**src/rtl/ilm_loader_pkg.sv**
```systemverilog
// Shared definitions for the ILM preload engine: FSM state encoding and
// the widths of the ILM write word and its SEC-DED check field.
package ilm_loader_pkg;

    localparam int ILM_WDATA_W = 40;
    localparam int ECC_W       = 7;

    // FSM state encoding, kept as plain constants so legacy tools can read it
    typedef logic [2:0] ilm_state_t;

    localparam ilm_state_t ST_IDLE  = 3'd0;
    localparam ilm_state_t ST_CLEAR = 3'd1;
    localparam ilm_state_t ST_LOAD  = 3'd2;
    localparam ilm_state_t ST_FLUSH = 3'd3;
    localparam ilm_state_t ST_DONE  = 3'd4;

endpackage

```
**src/rtl/ilm_ecc_enc32.sv**
```systemverilog
// SEC-DED encoder for one 32-bit ILM word (39,32 extended Hamming).
// Data bits occupy the non-power-of-two positions 3..38 of the codeword;
// p0..p5 cover the positions whose index has the matching bit set, and
// p6 is overall parity over the data and p0..p5. Shared with the checker.
module ilm_ecc_enc32
    import ilm_loader_pkg::*;
(
    input  logic [31:0]      data_i,
    output logic [ECC_W-1:0] ecc_o
);

    // Codeword position (1-based) of data bit idx
    function automatic logic [5:0] data_pos(input int idx);
        int         n;
        logic [5:0] r;
        n = 0;
        r = '0;
        for (int p = 3; p < 39; p++) begin
            if ((p & (p - 1)) != 0) begin
                if (n == idx) r = 6'(p);
                n++;
            end
        end
        return r;
    endfunction

    logic [5:0] par;
    logic [5:0] pos;

    // Hamming parities plus overall parity, purely combinational
    always_comb begin
        par = '0;
        pos = '0;
        for (int i = 0; i < 32; i++) begin
            pos = data_pos(i);
            for (int k = 0; k < 6; k++) begin
                if (pos[k]) par[k] = par[k] ^ data_i[i];
            end
        end
        ecc_o = {(^data_i) ^ (^par), par};
    end

endmodule

```
**src/rtl/ilm_stream_loader.sv**
```systemverilog
// ILM preload engine. On start it zero-fills the whole ILM, then packs a
// little-endian byte stream into 32-bit words with SEC-DED check bits and
// writes them from word 0 upward, holding the core in reset meanwhile.
module ilm_stream_loader
    import ilm_loader_pkg::*;
#(
    parameter int RAM_DP  = 4096,
    parameter int AW      = $clog2(RAM_DP),
    parameter bit HAS_ECC = 1'b1
) (
    input  logic                   clk,
    input  logic                   rst,
    input  logic                   start,
    input  logic                   s_valid,
    output logic                   s_ready,
    input  logic [7:0]             s_data,
    input  logic                   s_last,
    output logic                   ilm_cs,
    output logic                   ilm_we,
    output logic [AW-1:0]          ilm_addr,
    output logic [ILM_WDATA_W-1:0] ilm_wdata,
    input  logic                   ilm_gnt,
    output logic                   busy,
    output logic                   core_hold,
    output logic                   done,
    output logic                   err_ovf
);

    // One extra address bit so the counter can express "ILM full"
    localparam logic [AW:0] ADDR_END  = (AW + 1)'(RAM_DP);
    localparam logic [AW:0] ADDR_LAST = (AW + 1)'(RAM_DP - 1);
    localparam logic [AW:0] ADDR_ONE  = (AW + 1)'(1);

    ilm_state_t       state_q, state_d;
    logic [AW:0]      addr_q,  addr_d;
    logic [1:0]       cnt_q,   cnt_d;
    logic [31:0]      buf_q,   buf_d;
    logic             pend_q,  pend_d;
    logic             last_q,  last_d;
    logic             err_q,   err_d;
    logic             done_q,  done_d;

    logic [ECC_W-1:0] ecc;
    logic [7:0]       upper;

    ilm_ecc_enc32 u_ecc (
        .data_i (buf_q),
        .ecc_o  (ecc)
    );

    // Next-state logic: FSM, byte lane packer, address counter, grant handshake
    always_comb begin
        state_d = state_q;
        addr_d  = addr_q;
        cnt_d   = cnt_q;
        buf_d   = buf_q;
        pend_d  = pend_q;
        last_d  = last_q;
        err_d   = err_q;
        done_d  = done_q;

        case (state_q)
            ST_IDLE, ST_DONE: begin
                if (start) begin
                    state_d = ST_CLEAR;
                    addr_d  = '0;
                    cnt_d   = '0;
                    buf_d   = '0;
                    pend_d  = 1'b0;
                    last_d  = 1'b0;
                    err_d   = 1'b0;
                    done_d  = 1'b0;
                end
            end

            ST_CLEAR: begin
                if (ilm_gnt) begin
                    if (addr_q == ADDR_LAST) begin
                        state_d = ST_LOAD;
                        addr_d  = '0;
                    end else begin
                        addr_d = addr_q + ADDR_ONE;
                    end
                end
            end

            ST_LOAD: begin
                if (pend_q) begin
                    // A packed word is waiting; the stream is stalled until granted
                    if (ilm_gnt) begin
                        pend_d = 1'b0;
                        buf_d  = '0;
                        addr_d = addr_q + ADDR_ONE;
                        last_d = 1'b0;
                        if (last_q) state_d = ST_FLUSH;
                    end
                end else if (s_valid) begin
                    if (addr_q == ADDR_END) begin
                        // ILM already full: drop the byte but keep draining
                        err_d = 1'b1;
                        if (s_last) state_d = ST_FLUSH;
                    end else begin
                        buf_d[{cnt_q, 3'b000} +: 8] = s_data;
                        cnt_d = cnt_q + 2'd1;
                        if (cnt_q == 2'd3 || s_last) begin
                            pend_d = 1'b1;
                            last_d = s_last;
                        end
                        if (s_last) cnt_d = '0;
                    end
                end
            end

            ST_FLUSH: begin
                state_d = ST_DONE;
                done_d  = 1'b1;
            end

            default: state_d = ST_IDLE;
        endcase
    end

    // State registers; reset discards any partially packed word
    always_ff @(posedge clk) begin
        if (rst) begin
            state_q <= ST_IDLE;
            addr_q  <= '0;
            cnt_q   <= '0;
            buf_q   <= '0;
            pend_q  <= 1'b0;
            last_q  <= 1'b0;
            err_q   <= 1'b0;
            done_q  <= 1'b0;
        end else begin
            state_q <= state_d;
            addr_q  <= addr_d;
            cnt_q   <= cnt_d;
            buf_q   <= buf_d;
            pend_q  <= pend_d;
            last_q  <= last_d;
            err_q   <= err_d;
            done_q  <= done_d;
        end
    end

    // Output decode; buffer is zero during CLEAR so wdata is zero there too
    always_comb begin
        upper     = HAS_ECC ? {1'b0, ecc} : 8'h00;
        s_ready   = (state_q == ST_LOAD) && !pend_q;
        ilm_cs    = (state_q == ST_CLEAR) || ((state_q == ST_LOAD) && pend_q);
        ilm_we    = ilm_cs;
        ilm_addr  = addr_q[AW-1:0];
        ilm_wdata = {upper, buf_q};
        busy      = (state_q == ST_CLEAR) || (state_q == ST_LOAD) ||
                    (state_q == ST_FLUSH);
        core_hold = busy;
        done      = done_q;
        err_ovf   = err_q;
    end

endmodule
```
**config.mk**
```make
export PLATFORM = sky130hd
export DESIGN_NAME = ilm_stream_loader
export DESIGN_NICKNAME = d
export VERILOG_FILES = /design/src/rtl/ilm_loader_pkg.sv /design/src/rtl/ilm_ecc_enc32.sv /design/src/rtl/ilm_stream_loader.sv
export SDC_FILE = /design/constraint.sdc
export NUM_CORES = 1
export LEC_CHECK = 0
export ABC_AREA = 1
export BUFFER_PORTS_ARGS = -buffer_cell sky130_fd_sc_hd__buf_2
export CAP_MARGIN = 25
export CORE_MARGIN = 1.5
export CORE_UTILIZATION = 55
export CTS_BUF_LIST = sky130_fd_sc_hd__clkbuf_4 sky130_fd_sc_hd__clkbuf_8
export DETAILED_ROUTE_END_ITERATION = 12
export GPL_ROUTABILITY_DRIVEN = 0
export GPL_TIMING_DRIVEN = 0
export PLACE_DENSITY = 0.75
export SLEW_MARGIN = 25
export SYNTH_ARGS = -nofsm -noshare
export SYNTH_HDL_FRONTEND = slang
export SYNTH_SLANG_ARGS = --single-unit
```
**constraint.sdc**
```tcl
create_clock -name clk -period 2.5 [get_ports clk]
set_input_delay 0.125 -clock clk [delete_from_list [all_inputs] [get_ports clk]]
set_output_delay 0.125 -clock clk [all_outputs]
set_load 0.02 [all_outputs]
```
==> results.yml <==
clock_tree:
  cts.sinks: 54
  h-tree-depth: 2
  clkTransAtPathRegs_ps: 100
  ctsRootBufferMaster: "clkbuf_8"
  cts_tree: "yes"
  clk-insertion-delay-late_ps: 310
  cts_buffer_depth: 2
  post-cts-setup-buffers: 0
  numCtsBuffers: 5
synth:
  ys_warn_count: 0
  syn_nets: 702
  postSynthAreaPerCell_um2: 6.34
  synth-seq-area-share_pct: 25.0
  synth_cell_type_count: 48
  ys_ff_latch: 54
  syn_inst: 682
  synth_area_um2: 4320
die:
  die_w_um: 91.7
  row_count: 32
  die_h_um: 91.7
  fp.coreArea_um2: 7690
  initial_core_util_pct: 56.2
  dieArea_um2: 8400
  num_io_pins: 73
global_routing:
  grt.met1_usage_pct: 31.3
  track_usage_pct: 26.7
  grt_pass1_wl_um: 18200
  grt_overflow: 0
  grt_max_degree: 18
  use_met3_pct: 3.23
  antenna_found_initial: 0
  met2_usage_pct: 48.3
  grt_pass1_vias: 4062
  grt_busiest_layer: "met2"
setup_path:
  critPathKind: "flip-flop to output port"
  crit_path_max_fanout: 8
  critPathLaunchType: "flip-flop"
  worstPathArrival_ps: 2220
  endpoint_kind: "output port"
  required_ps: 2380
finish:
  antenna_cells: 0
  stdcell_count: 864
  fill_cells: 740
  syn_to_final_growth_pct: 17.3
  drive_gt1_share_pct: 25.6
  fin_nets: 781
timing:
  worstMarginPinSlew_ps: 657
  fin_skew_ps: 8.88
  max_freq_mhz: 426
  min_period_ps: 2350
  hold_viol: 0
  maxSlewViolCount: 0
  rsz0062_at_grt: "yes"
  finalSetupViolations: 0
  slew-limit-headroom_pct: 55.8
  finalCritPeriodShare_pct: 93.9
place:
  dp_hpwl_um: 8950
  portBuffers: 71
  dp.cells: 855
detailed_routing:
  via_count: 4431
  drt-total-wl_um: 11100
  via_per_inst: 5.13
  first_pass_iters: 5
  final_antenna_net_count: 0
  drt-wirelength-per-cell_um: 12.9
  drc: 0
  drt_first_iter_violations: 157
job:
  drv_cap: 0
worst_hold_path:
  min_path_type: "input port to flip-flop"
outcome:
  outcome: "finished clean"
flip-flops by register name, indices dropped and copies added (netlist names):
signal   flops
buf_q       32
addr_q      13
state_q      3
cnt_q        2
done         1
err_ovf      1
last_q       1
pend_q       1
layout by cell type, fill, tap and decap left out, types with 18 or more instances in the layout:
| cell | n |
|---|---|
| nand2_1 | 203 |
| inv_1 | 79 |
| buf_2 | 72 |
| nand3_1 | 65 |
| a21oi_1 | 38 |
| nor2_1 | 32 |
| dfxtp_1 | 31 |
| o21ai_0 | 30 |
| buf_4 | 18 |
| xnor2_1 | 18 |
| dfxtp_2 | 18 |
per-layer routing:
metal  vias up  part of all wire [%]
met4         0                   2.6
li1       2323                     -
met5         -                     0
met2       125                    51
met3        19                   4.2
met1      1964                    42
through the flow:
step / cell area, um^2 / hold WS (ps) / worst slack [ps] / setup TNS [ps] / utilization [%]
after floorplan: 4320 / 203 / 448 / 0 / -
after global placement: 4810 / 323 / 287 / 0 / 62.5
after detailed placement: 4810 / 335 / 200 / 0 / 62.5
after CTS: 4960 / 115 / 82.2 / 0 / 64.5
after global routing: 5070 / 136 / -48.4 / -48.4 / 66.0
final: 5070 / 121 / 153 / 0 / 66.0
cells in the mapped netlist, drive strengths merged:
cell type  count  area (um^2)
o211ai         1         7.51
nor3          14         70.1
nand3         66          343
nor2          37          173
o211a          1         10.0
a31oi          4         25.0
a21oi         49          309
ha             6         75.1
inv           99          384
xnor2         21          191
a211oi         4         30.0
clkbuf         4         16.3
o31ai          1         7.51
nand4          6         37.5
nor3b          1         7.51
nand3b         3         22.5
o21ai         37          219
xor2          17          149
a221oi         1         8.76
nor4           6         43.8
o21a           1         7.51
or2            2         15.0
nand2        222          883
o22ai          1         20.0
conb           1         3.75
a21o           1         7.51
dfxtp         54         1080
buf           22          176
logic make-up after synthesis:
group,count (synthesis),synth area share (%)
buffers and inverters,125,13.3
adders and majority gates,6,1.74
DFF,54,25.0
and+or+nand+nor,357,36.9
xor gates and xnor gates,38,7.87
other,1,0.0867
AOI/OAI and AO/OA,101,15.1
cell type report:
type	instances	area, um^2	share of cell area, %
clock buffers	5	68.8	1.36
well taps	102	128	2.52
clock inverters	3	68.8	1.36
multi-input cells	503	2730	53.7
plain buffers	26	204	4.02
repair buffers	72	368	7.25
flip-flops and latches	54	1120	22.1
inverters	99	387	7.62
path summary, 6_finish.rpt:
path	startpoint	end	cells past startpoint	slack [ps]
setup / recovery	buf_q[10]$_SDFFE_PP0P_	ilm_wdata[38]	20	150
hold reg to reg	done$_SDFFE_PP0P_	done$_SDFFE_PP0P_	2	470
setup reg to reg	cnt_q[0]$_SDFFE_PP0P_	buf_q[20]$_SDFFE_PP0P_	8	290
hold / removal	s_data[6]	buf_q[22]$_SDFFE_PP0P_	3	120
worst max-delay path, cell delays in order, from the launching register on:
cell	delay (ps)
dfxtp_1	340
buf_4	180
inv_4	70
nand2_1	60
nand2_1	40
nand2_1	80
nand2_1	60
nand2_1	70
nand2_1	60
nand2_1	50
nand2_1	110
inv_1	100
nand2_1	50
nand2_1	90
nand3_1	80
nand2_1	100
inv_1	50
nand3_1	60
nand3_1	70
nand2_1	60
buf_4	130
repair_timing:
item                                   CTS  global route
pin swaps                                0             3
resized for setup                        1            53
setup endpoints to repair                1             6
hold buffers                             1             0
endpoints found under the hold margin    1             0
Power is left out: the tool's default activity adds up to more than one toggle a clock period on the data nets, which glitch-free logic cannot reach.
